File: config.mk
export PLATFORM = sky130hd
export DESIGN_NAME = stage_memory_lsu
export DESIGN_NICKNAME = d
export VERILOG_FILES = /design/src/rtl/lsu_pkg.sv /design/src/rtl/load_align.sv /design/src/rtl/stage_memory_lsu.sv
export SDC_FILE = /design/constraint.sdc
export NUM_CORES = 1
export LEC_CHECK = 0
export CORE_MARGIN = 2
export CORE_UTILIZATION = 49
export DETAILED_ROUTE_END_ITERATION = 6
export HOLD_SLACK_MARGIN = 0.05
export PLACE_DENSITY = 0.87
export SLEW_MARGIN = 0
export SYNTH_ARGS = -nofsm -noshare
export SYNTH_HDL_FRONTEND = slang
export SYNTH_SLANG_ARGS = --single-unit
File: constraint.sdc
create_clock -name clk -period 6.7 [get_ports clk]
set_clock_uncertainty 0.2 [all_clocks]
set_input_delay 1.34 -clock clk [delete_from_list [all_inputs] [get_ports clk]]
set_output_delay 1.34 -clock clk [all_outputs]
set_load 0.05 [all_outputs]
File: src/rtl/lsu_pkg.sv
// Shared definitions for the memory-stage load/store unit: size encodings,
// FSM state type and the byte-lane helper functions.
package lsu_pkg;

   localparam int LSU_XLEN = 32;

   localparam logic [2:0] LSU_B  = 3'b000;
   localparam logic [2:0] LSU_H  = 3'b001;
   localparam logic [2:0] LSU_W  = 3'b010;
   localparam logic [2:0] LSU_BU = 3'b100;
   localparam logic [2:0] LSU_HU = 3'b101;

   typedef enum logic {
      S_IDLE = 1'b0,
      S_WAIT = 1'b1
   } lsu_state_e;

   // Byte enables for an access of the given size at byte offset off.
   function automatic logic [3:0] lsu_be(input logic [2:0] funct3, input logic [1:0] off);
      logic [3:0] be;
      case (funct3)
         LSU_B, LSU_BU: be = 4'b0001 << off;
         LSU_H, LSU_HU: be = 4'b0011 << off;
         default:       be = 4'hF;
      endcase
      return be;
   endfunction

   // Access is not naturally aligned for its size.
   function automatic logic lsu_misaligned(input logic [2:0] funct3, input logic [1:0] off);
      logic bad;
      case (funct3)
         LSU_B, LSU_BU: bad = 1'b0;
         LSU_H, LSU_HU: bad = off[0];
         default:       bad = (off != 2'b00);
      endcase
      return bad;
   endfunction

   // Replicate store data across every lane so the byte enables pick the right one.
   function automatic logic [LSU_XLEN-1:0] lsu_wdata(input logic [2:0] funct3,
                                                      input logic [LSU_XLEN-1:0] d);
      logic [LSU_XLEN-1:0] w;
      case (funct3)
         LSU_B, LSU_BU: w = {4{d[7:0]}};
         LSU_H, LSU_HU: w = {2{d[15:0]}};
         default:       w = d;
      endcase
      return w;
   endfunction

   // Sign- or zero-extend right-justified load data according to size/sign.
   function automatic logic [LSU_XLEN-1:0] lsu_extend(input logic [LSU_XLEN-1:0] d,
                                                       input logic [2:0] funct3);
      logic [LSU_XLEN-1:0] r;
      case (funct3)
         LSU_B:   r = {{(LSU_XLEN-8){d[7]}}, d[7:0]};
         LSU_H:   r = {{(LSU_XLEN-16){d[15]}}, d[15:0]};
         LSU_BU:  r = {{(LSU_XLEN-8){1'b0}}, d[7:0]};
         LSU_HU:  r = {{(LSU_XLEN-16){1'b0}}, d[15:0]};
         default: r = d;
      endcase
      return r;
   endfunction

endpackage

File: src/rtl/load_align.sv
// Combinational load alignment: shift the addressed lane down to bit 0, then
// extend to full width. Also used by the fetch alignment path.
module load_align
   import lsu_pkg::*;
#(
   parameter int XLEN = 32
) (
   input  logic [XLEN-1:0] rdata,
   input  logic [1:0]      off,
   input  logic [2:0]      funct3,
   output logic [XLEN-1:0] data
);

   logic [XLEN-1:0] shifted;

   assign shifted = rdata >> {off, 3'b000};
   assign data    = XLEN'(lsu_extend(LSU_XLEN'(shifted), funct3));

endmodule

File: src/rtl/stage_memory_lsu.sv
// Memory pipeline stage. Non-memory results pass straight through with one
// cycle of latency; loads/stores issue one bus request and stall until ack.
module stage_memory_lsu
   import lsu_pkg::*;
#(
   parameter int XLEN       = 32,
   parameter int REG_ADDR_W = 5,
   parameter int ADDR_W     = 32
) (
   input  logic                  clk,
   input  logic                  rst,
   input  logic                  execute_valid,
   input  logic [REG_ADDR_W-1:0] execute_rd,
   input  logic [XLEN-1:0]       execute_alu_result,
   input  logic [XLEN-1:0]       execute_store_data,
   input  logic                  execute_mem_read,
   input  logic                  execute_mem_write,
   input  logic [2:0]            execute_funct3,
   input  logic                  execute_mem_to_reg,
   input  logic                  execute_wr_enable,
   input  logic                  flush,
   output logic                  stall,
   output logic                  dbus_req,
   output logic                  dbus_we,
   output logic [ADDR_W-1:0]     dbus_addr,
   output logic [XLEN-1:0]       dbus_wdata,
   output logic [XLEN/8-1:0]     dbus_be,
   input  logic                  dbus_ack,
   input  logic [XLEN-1:0]       dbus_rdata,
   output logic                  mem_valid,
   output logic [REG_ADDR_W-1:0] mem_rd,
   output logic [XLEN-1:0]       mem_result,
   output logic                  mem_wr_enable,
   output logic                  mem_mem_to_reg,
   output logic                  mem_misaligned
);

   localparam int BE_W = XLEN / 8;

   lsu_state_e            state;
   logic [REG_ADDR_W-1:0] rd_q;
   logic [XLEN-1:0]       res_q;
   logic [2:0]            f3_q;
   logic [1:0]            off_q;
   logic                  load_q;
   logic                  wr_en_q;
   logic                  m2r_q;
   logic                  flushed_q;

   logic                  mem_op;
   logic                  misal;
   logic                  start;
   logic [XLEN-1:0]       load_data;

   assign mem_op = execute_mem_read | execute_mem_write;
   assign misal  = lsu_misaligned(execute_funct3, execute_alu_result[1:0]);
   assign start  = (state == S_IDLE) && execute_valid && mem_op && !misal && !flush;

   // Stall while an aligned access is being captured and during every unacked wait cycle.
   assign stall = !rst && (start || (state == S_WAIT && !dbus_ack));

   load_align #(.XLEN(XLEN)) u_load_align (
      .rdata  (dbus_rdata),
      .off    (off_q),
      .funct3 (f3_q),
      .data   (load_data)
   );

   // Stage FSM: capture, bus handshake and registered writeback outputs.
   always_ff @(posedge clk) begin
      if (rst) begin
         state          <= S_IDLE;
         mem_valid      <= 1'b0;
         mem_rd         <= '0;
         mem_result     <= '0;
         mem_wr_enable  <= 1'b0;
         mem_mem_to_reg <= 1'b0;
         mem_misaligned <= 1'b0;
         dbus_req       <= 1'b0;
         dbus_we        <= 1'b0;
         dbus_addr      <= '0;
         dbus_wdata     <= '0;
         dbus_be        <= '0;
         rd_q           <= '0;
         res_q          <= '0;
         f3_q           <= '0;
         off_q          <= '0;
         load_q         <= 1'b0;
         wr_en_q        <= 1'b0;
         m2r_q          <= 1'b0;
         flushed_q      <= 1'b0;
      end else begin
         mem_valid <= 1'b0;
         case (state)
            S_IDLE: begin
               if (execute_valid && !flush) begin
                  if (!mem_op) begin
                     mem_valid      <= 1'b1;
                     mem_rd         <= execute_rd;
                     mem_result     <= execute_alu_result;
                     mem_wr_enable  <= execute_wr_enable;
                     mem_mem_to_reg <= execute_mem_to_reg;
                     mem_misaligned <= 1'b0;
                  end else if (misal) begin
                     // Faulting access: report it without touching the bus.
                     mem_valid      <= 1'b1;
                     mem_rd         <= execute_rd;
                     mem_result     <= execute_alu_result;
                     mem_wr_enable  <= 1'b0;
                     mem_mem_to_reg <= execute_mem_to_reg;
                     mem_misaligned <= 1'b1;
                  end else begin
                     state      <= S_WAIT;
                     dbus_req   <= 1'b1;
                     dbus_we    <= execute_mem_write;
                     dbus_addr  <= {execute_alu_result[ADDR_W-1:2], 2'b00};
                     dbus_be    <= BE_W'(lsu_be(execute_funct3, execute_alu_result[1:0]));
                     dbus_wdata <= XLEN'(lsu_wdata(execute_funct3, LSU_XLEN'(execute_store_data)));
                     rd_q       <= execute_rd;
                     res_q      <= execute_alu_result;
                     f3_q       <= execute_funct3;
                     off_q      <= execute_alu_result[1:0];
                     load_q     <= execute_mem_read;
                     wr_en_q    <= execute_wr_enable;
                     m2r_q      <= execute_mem_to_reg;
                     flushed_q  <= 1'b0;
                  end
               end
            end
            S_WAIT: begin
               // The bus cannot abort, so a flush only suppresses the writeback.
               if (dbus_ack) begin
                  state    <= S_IDLE;
                  dbus_req <= 1'b0;
                  if (!(flushed_q || flush)) begin
                     mem_valid      <= 1'b1;
                     mem_rd         <= rd_q;
                     mem_result     <= load_q ? load_data : res_q;
                     mem_wr_enable  <= load_q & wr_en_q;
                     mem_mem_to_reg <= m2r_q;
                     mem_misaligned <= 1'b0;
                  end
               end else if (flush) begin
                  flushed_q <= 1'b1;
               end
            end
            default: state <= S_IDLE;
         endcase
      end
   end

endmodule

==> impl_results.md, run 1 <==
- Most common cell after layout, fill and taps aside: clkdlybuf4s50_1
- Cts repair resizes: 0
- Largest family of logic cells by synthesized area: compound AO/OA/AOI/OAI gates
- Area delta synth->final: 44.8%
- Post-CTS Hold Fix Bufs: 0
- Half-perimeter wire length after placement: 14200 microns
- Syn avg cell area: 8.03 sq um
- Tcrit/Tclk final: 81.1%
- Die width: 116 microns
- Post-Synth Adder-Cell Area: 0%
- Commonest non-fill, non-tap cells in the layout: clkdlybuf4s50_1, nand2_1, dfxtp_1, a21oi_1, nor2_1
- Hold Crit Class: reg2reg
- Placed Cells: 1107
- Setup violations, final: 0
- Num CTS Buffers: 17
- M3 GR Usage: 7.16%
- DRT antenna net count: 0
- Worst R2R Start: state
- Critical path required time: 5160 ps
- Via count: 6531
- Fmax: 184 MHz
- Antenna violations before repair: 0
- Non-Filler Instances: 1138
- CTS tree: built
- I/O Buffers: 222
- Fill cell count: 986
- Gpl congestion: 0.883
- Largest net degree at the start of global routing: 84
- Worst vdd ir: 0.168 mV
- Initial core utilization: 49.6%
- Residual DRC: 1
- Minimum clock period: 5430 ps
- Post-synthesis mux area share: 9.71%
- Worst path arrival time: 3890 ps
- Htree depth: 4
- Fin Hold WS: 252 ps
- Ant diodes: 0
- NumNets Final: 1067
- DR WL/cell: 18.4 microns
- Synth top area share: 40.2%
- CP endpoint kind: output port
- Site Rows: 41
- Most used DFF post-synth: dfxtp_1
- Final Hold Fails: 0
- Final WL: 20900 microns
- Util after Layout: 71.8%
- Worst slew margin relative to its limit: 19.8%
- Max cap viols: 0
- Yosys cell types: 55
- EDFF count, synth: 0
- Xor/xnor share of the synthesized area: 0%
- Register-to-Register Path Depth: 5
- Met2 Usage GRT: 47.8%
- Initial drt markers: 724
- Regs by FF count: dbus_wdata: 32 flops, mem_result: 32 flops, res_q: 31 flops
- Root buf cell: clkbuf_16
- Reg clk slew, reported paths: 50 ps
- Critical path origin: execute_funct3[1]
- RR Endpoint: mem_result[24]
- Largest cells by area after synthesis: dfxtp_1, nand2_1, a21oi_1
- Vias in the first global route: 6152
- Simple logic cell fraction of the synthesized area: 20.2%
- Synth async-reset ratio: 0%
- Pre-CTS setup slack: 1300 ps
- Worst setup path end: stall
- P_leak: 3.09 nW
- Slew Limit Fails: 0
- Sequential area share after synthesis: 40.2%
- Io pins: 225
- Clock Sinks: 124
- Synth Area in Compound Gates: 24.7%
- Die Ht: 116 microns
- Grt total ovfl: 0
- Drt first pass iters: 7
- Crit path kind: in2out
- Post-Syn Area: 6180 sq um
- Crit-path max FO: 19
- Failing checks: design-rule violations
- Power density cells: 235 nW/um^2
- Clock tree buffer depth: 2
- Gate count after technology mapping: 770
- Final WS setup: 1270 ps
- Postcts setup bufs: 0
- Core box area: 12500 sq um
- R2r setup slk: 3610 ps
- RSZ-0062 raised after global routing: no
- GRT Total Usage: 30.3%
- First-pass GRT wire length: 31700 microns
- Status: finished, violations left
- Syn. warnings: 0
- Seq cells post-synth: 124
- Worst-Skew Late Latency: 420 ps
- Yosys top cell by area: dfxtp_1
- Fin Setup TNS: 0 ps
- Grt met1 use: 39.1%
- Startpoint types: input port
- Layout cells sized above 1: 6.11%
- Least-Margin Pin Slew: 1190 ps
- Die area: 13500 sq um
- Via density: 5.74
- Most Used Layer, Global Route: met2
[worst min path at each step]
stage,start,cells after the start,endpoint
6_report,dbus_wdata[24],2,dbus_wdata[24]
5_1_grt,dbus_wdata[3],2,dbus_wdata[3]
4_1_cts,dbus_wdata[24],2,dbus_wdata[24]
3_5_place_dp,dbus_wdata[24],2,dbus_wdata[24]
3_3_place_gp,dbus_wdata[5],2,dbus_wdata[5]
2_1_floorplan,m2r_q,2,m2r_q
[synthesized netlist by cell type (all sizes together), types with 3 or more instances]
master  number
a211oi      30
a21o         6
a21oi       89
a221oi       7
a22o         8
a311oi      18
a32o         6
buf         30
clkbuf      35
dfxtp      124
inv          6
mux2        13
mux2i       42
nand2      160
nand2b      10
nor2        68
nor2b       10
nor3         7
nor3b        8
nor4         3
nor4b        8
o211ai      21
o21ai       20
o22ai       12
or3          3
[logic make-up after synthesis]
family	Yosys count
other	1
AND/OR/NAND/NOR	285
buffers and inverters	73
flip-flops	124
AO/OA/AOI/OAI	231
multiplexers	56
[metal layers]
layer	vias up	part of all wire, %
met5	-	0
met4	0	3.4
met3	54	7.2
met2	285	47
met1	3066	43
li1	3126	-
[through the flow]
stage | total power, mW | area, sq um
final | 2.10 | 8950
after global routing | 2.18 | 8950
after CTS | 2.10 | 8950
after detailed placement | 1.25 | 8400
after global placement | 1.24 | 8400
after floorplan | 1.07 | 6190
[power breakdown]
group	total [mW]	switching (mW)	leakage (nW)	internal [mW]
combinational	0.443	0.268	1.82	0.176
sequential	0.798	0.0249	1.01	0.773
clock	0.859	0.325	0.266	0.534
[final cells by class]
cell class	count	area [sq um]	share of cell area (%)
inverters	8	30.0	0.336
repair buffers	229	2280	25.5
multi-input cells	574	3390	37.9
clock buffers	24	482	5.38
well taps	172	215	2.40
clock inverters	7	65.1	0.727
flip-flops and latches	124	2480	27.8
[worst max-delay path: stages]
cell	delay (ps)
clkdlybuf4s50_1	800
nor2_4	430
o22ai_2	390
or3_2	540
a21oi_1	160
buf_4	220
(Power assumes the default switching activity.)
==> inputs of run 2 (changes only) <==
--- a/config.mk
+++ b/config.mk
@@ -6,10 +6,10 @@
 export NUM_CORES = 1
 export LEC_CHECK = 0
 export CORE_MARGIN = 2
-export CORE_UTILIZATION = 49
+export CORE_UTILIZATION = 45
 export DETAILED_ROUTE_END_ITERATION = 6
 export HOLD_SLACK_MARGIN = 0.05
-export PLACE_DENSITY = 0.87
+export PLACE_DENSITY = 0.81
 export SLEW_MARGIN = 0
 export SYNTH_ARGS = -nofsm -noshare
 export SYNTH_HDL_FRONTEND = slang
==> constraint.sdc (replaced) <==
create_clock -name clk -period 5.64 [get_ports clk]
set_clock_uncertainty 0.2 [all_clocks]
set_input_delay 1.128 -clock clk [delete_from_list [all_inputs] [get_ports clk]]
set_output_delay 1.128 -clock clk [all_outputs]
set_load 0.05 [all_outputs]
==> impl_results.md, run 2 (synthesized netlist as in run 1, its figures left out) <==
- Vias in the first global route: 5974
- Reg clk slew, reported paths: 50 ps
- First-pass GRT wire length: 32400 microns
- Ant diodes: 0
- Worst vdd ir: 0.187 mV
- Fin Setup TNS: 0 ps
- RR Endpoint: mem_result[16]
- Num CTS Buffers: 17
- Hold path depth: 2
- Clock tree buffer depth: 2
- Status: complete, no violations
- Site Rows: 42
- Worst-Skew Late Latency: 420 ps
- Hold Startpoint: dbus_wdata[27]
- Gpl congestion: 0.864
- NumNets Final: 1070
- Half-perimeter wire length after placement: 14400 microns
- Crit path kind: in2out
- Crit-path slowest cell: clkdlybuf4s50_1
- Crit-path max FO: 19
- CP Depth: 6
- Residual DRC: 0
- Minimum clock period: 4690 ps
- Die area: 14700 sq um
- Antenna violations before repair: 0
- Setup violations, final: 0
- Layout cells sized above 1: 6.91%
- Via density: 5.68
- P_leak: 3.17 nW
- Final WS setup: 955 ps
- Worst Hold End: dbus_wdata[27]
- Startpoint types: input port
- RSZ-0062 raised after global routing: no
- M3 GR Usage: 6.95%
- DR WL/cell: 18.2 microns
- DRT antenna net count: 0
- Worst slew margin relative to its limit: 19.5%
- Final Hold Fails: 0
- Post-CTS Hold Fix Bufs: 0
- Power density cells: 296 nW/um^2
- FF/Latch Area: 2480 sq um
- Die width: 121 microns
- Util after Layout: 68.1%
- Non-Filler Instances: 1146
- Critical path's largest stage delay: 600 ps
- Worst path arrival time: 3360 ps
- Final WL: 20900 microns
- Initial core utilization: 46.3%
- Via count: 6504
- Most common cell after layout, fill and taps aside: clkdlybuf4s50_1
- Placed Cells: 1114
- Area delta synth->final: 47.0%
- Drt first pass iters: 5
- Most Used Layer, Global Route: met2
- Worst R2R Start: state
- GRT Total Usage: 28.2%
- Htree depth: 4
- Initial drt markers: 591
- Commonest non-fill, non-tap cells in the layout: clkdlybuf4s50_1, nand2_1, dfxtp_1, a21oi_1, nor2_1
- Fill cell count: 1107
- Largest delay share family, worst path: simple AND/OR/NAND/NOR gates
- Largest net degree at the start of global routing: 101
- Critical path, cell by cell: clkdlybuf4s50_1, nor2_4, o22ai_2, or3_2, a21oi_1, buf_12
- CTS tree: built
- Met2 Usage GRT: 45.1%
- Critical path required time: 4310 ps
- Multi-input gate area: 3390 sq um
- CP endpoint kind: output port
- Grt total ovfl: 0
- Pre-CTS setup slack: 961 ps
- Core box area: 13300 sq um
- Slew Limit Fails: 0
- Tcrit/Tclk final: 83.1%
- I/O Buffers: 222
- Grt met1 use: 36.6%
- Io pins: 225
- Hold Crit Class: reg2reg
- Die Ht: 121 microns
- Worst Path Buf+Inv: 2
- Max cap viols: 0
- Least-Margin Pin Slew: 1200 ps
- R2r setup slk: 2390 ps
- Fmax: 213 MHz
- Regs by FF count: dbus_wdata: 32 flops, mem_result: 32 flops, res_q: 31 flops
- Cts repair resizes: 0
- Register-to-Register Path Depth: 6
- Clock Sinks: 124
- Root buf cell: clkbuf_16
- Postcts setup bufs: 0
-- run 2: cell count changes in the layout (fill, tap and decap cells not counted) --
cell,change
buf_4,+3
bufinv_16,+4
clkbuf_1,-4
clkinv_2,+1
clkinv_4,+1
clkinvlp_4,-1
-- run 2: routing by layer --
metal	wire, microns	share of wire, %
met5	0	0
met4	548	2.6
met3	1490	7.1
met2	9920	48
met1	8910	43
-- run 2: worst register-to-register path, stage by stage (launching register included) --
cell,delay [ps]
dfxtp_2,680
buf_4,540
or3b_1,380
o31ai_1,140
o21a_1,140
nor2_1,840
a22o_1,270
-- run 2: report_power, final --
group          internal, mW  switching, mW
clock                 0.815          0.400
combinational         0.210          0.314
sequential            0.918         0.0311
-- run 2: worst max path at each step --
stage | endpoint | slack [ps] | start
after floorplan | stall | 1350 | execute_funct3[1]
after global placement | stall | 970 | execute_funct3[1]
after detailed placement | stall | 960 | execute_funct3[1]
after CTS | stall | 930 | execute_funct3[1]
after global routing | stall | 810 | execute_funct3[1]
final | stall | 950 | execute_funct3[1]
-- run 2: area by class of cell --
class                   count  share of cell area (%)
multi-input cells         574                    37.3
flip-flops and latches    124                    27.3
repair buffers            232                    25.4
clock buffers              20                    5.13
well taps                 176                    2.42
clock inverters            12                    2.11
inverters                   8                   0.330
-- run 2: stage by stage --
stage	instance area (sq um)	total power, mW	hold WS (ps)
final	9090	2.69	253
after global routing	9090	2.78	267
after CTS	9090	2.70	253
after detailed placement	8430	1.49	246
after global placement	8430	1.48	241
after floorplan	6190	1.27	236
==> inputs of run 3 (changes only) <==
==> constraint.sdc (replaced) <==
create_clock -name clk -period 4.51 [get_ports clk]
set_clock_uncertainty 0.2 [all_clocks]
set_input_delay 0.902 -clock clk [delete_from_list [all_inputs] [get_ports clk]]
set_output_delay 0.902 -clock clk [all_outputs]
set_load 0.05 [all_outputs]
==> impl_results.md, run 3 (synthesized netlist as in run 1, its figures left out) <==
- Least-Margin Pin Slew: 1100 ps
- Vias in the first global route: 6088
- I/O Buffers: 222
- Startpoint types: input port
- NumNets Final: 1073
- Die area: 14700 sq um
- Crit-path max FO: 10
- Max cap viols: 0
- Post-CTS Hold Fix Bufs: 0
- Fmax: 257 MHz
- Io pins: 225
- Placed Cells: 1117
- Core box area: 13300 sq um
- Worst vdd ir: 0.238 mV
- Residual DRC: 0
- Power density cells: 361 nW/um^2
- Area delta synth->final: 46.9%
- Die Ht: 121 microns
- Layout cells sized above 1: 6.99%
- Status: complete, no violations
- Critical path required time: 3410 ps
- Reg clk slew, reported paths: 50 ps
- Register-to-Register Path Depth: 4
- RR Endpoint: mem_result[30]
- FF/Latch Area: 2480 sq um
- Worst Hold End: mem_misaligned
- Gpl congestion: 0.889
- CP endpoint kind: output port
- Root buf cell: clkbuf_16
- Antenna violations before repair: 0
- Regs by FF count: dbus_wdata: 32 flops, mem_result: 32 flops, res_q: 31 flops
- Ant diodes: 0
- Internal power: 2.36 mW
- Die width: 121 microns
- Worst R2R Start: res_q[0]
- Worst path arrival time: 2790 ps
- Initial drt markers: 643
- Postcts setup bufs: 0
- Initial core utilization: 46.3%
- Worst-Skew Late Latency: 420 ps
- Clock share of power: 43.7%
- Non-Filler Instances: 1149
- Commonest non-fill, non-tap cells in the layout: clkdlybuf4s50_1, nand2_1, dfxtp_1, a21oi_1, nor2_1
- Half-perimeter wire length after placement: 14600 microns
- Slew Limit Fails: 0
- Drt first pass iters: 5
- Switching part of the total: 28.1%
- Hold path depth: 2
- Sequential group share of total power: 36.1%
- First-pass GRT wire length: 33100 microns
- Cts repair resizes: 0
- Via count: 6522
- Worst slew margin relative to its limit: 26.4%
- Multi-input gate area: 3390 sq um
- Num CTS Buffers: 17
- Setup violations, final: 0
- RSZ-0062 raised after global routing: no
- Clock Sinks: 124
- Site Rows: 42
- Grt total ovfl: 0
- Via density: 5.68
- DR WL/cell: 18.6 microns
- Fin Setup TNS: 0 ps
- DRT antenna net count: 0
- R2r setup slk: 1800 ps
- Htree depth: 4
- Clock tree buffer depth: 2
- Final Hold Fails: 0
- GRT Total Usage: 29.1%
- Logic pwr share: 20.1%
- Hold Startpoint: mem_misaligned
- P_leak: 3.17 nW
- CTS tree: built
- Hold Crit Class: reg2reg
- P_sw: 0.923 mW
- Minimum clock period: 3890 ps
- Total power: 3.28 mW
- Tcrit/Tclk final: 86.3%
- Largest net degree at the start of global routing: 70
- Most common cell after layout, fill and taps aside: clkdlybuf4s50_1
- Crit path kind: in2out
- Final WL: 21300 microns
- Fill cell count: 1110
[run 3: power groups by stage]
stage,clock [mW],sequential (mW),combinational [mW]
2_1_floorplan,0,1.36,0.228
3_3_place_gp,0,1.21,0.648
3_5_place_dp,0,1.21,0.654
4_1_cts,1.45,1.18,0.658
5_1_grt,1.49,1.19,0.700
6_report,1.44,1.19,0.660
[run 3: layer usage]
layer,vias up,global-route usage [%],part of all wire (%)
met5,-,0,0
met4,0,13.5,3.3
met3,58,5.64,6.9
met2,288,46.1,47
met1,3046,38.3,43
li1,3130,-,-
[run 3: worst max-delay path by stage]
stage,end,depth (start not counted),startpoint
2_1_floorplan,stall,6,execute_funct3[1]
3_3_place_gp,stall,6,execute_funct3[1]
3_5_place_dp,stall,6,execute_funct3[1]
4_1_cts,stall,6,execute_funct3[1]
5_1_grt,stall,6,execute_funct3[1]
6_report,stall,6,execute_funct3[1]
[run 3: critical path, stage by stage]
cell	delay (ps)
clkdlybuf4s50_1	560
nor2_4	300
o22ai_2	150
or3_2	440
a21oi_1	240
buf_12	180
[run 3: final cells by class]
cell class	count	share of cell area (%)
multi-input combinational	574	37.3
sequential	124	27.3
timing repair buffer	235	25.6
clock buffer	28	6.13
tap	176	2.42
clock inverter	4	0.799
inverter	8	0.331
[run 3: metrics by stage]
step           area [sq um]  utilization [%]  hold WS [ps]  setup WS, ps
4_1_cts                9080             68.0           254           600
5_1_grt                9080             68.0           266           521
3_3_place_gp           8450             63.3           241           658
2_1_floorplan          6190                -           236           669
6_report               9080             68.0           251           620
3_5_place_dp           8450             63.3           247           599
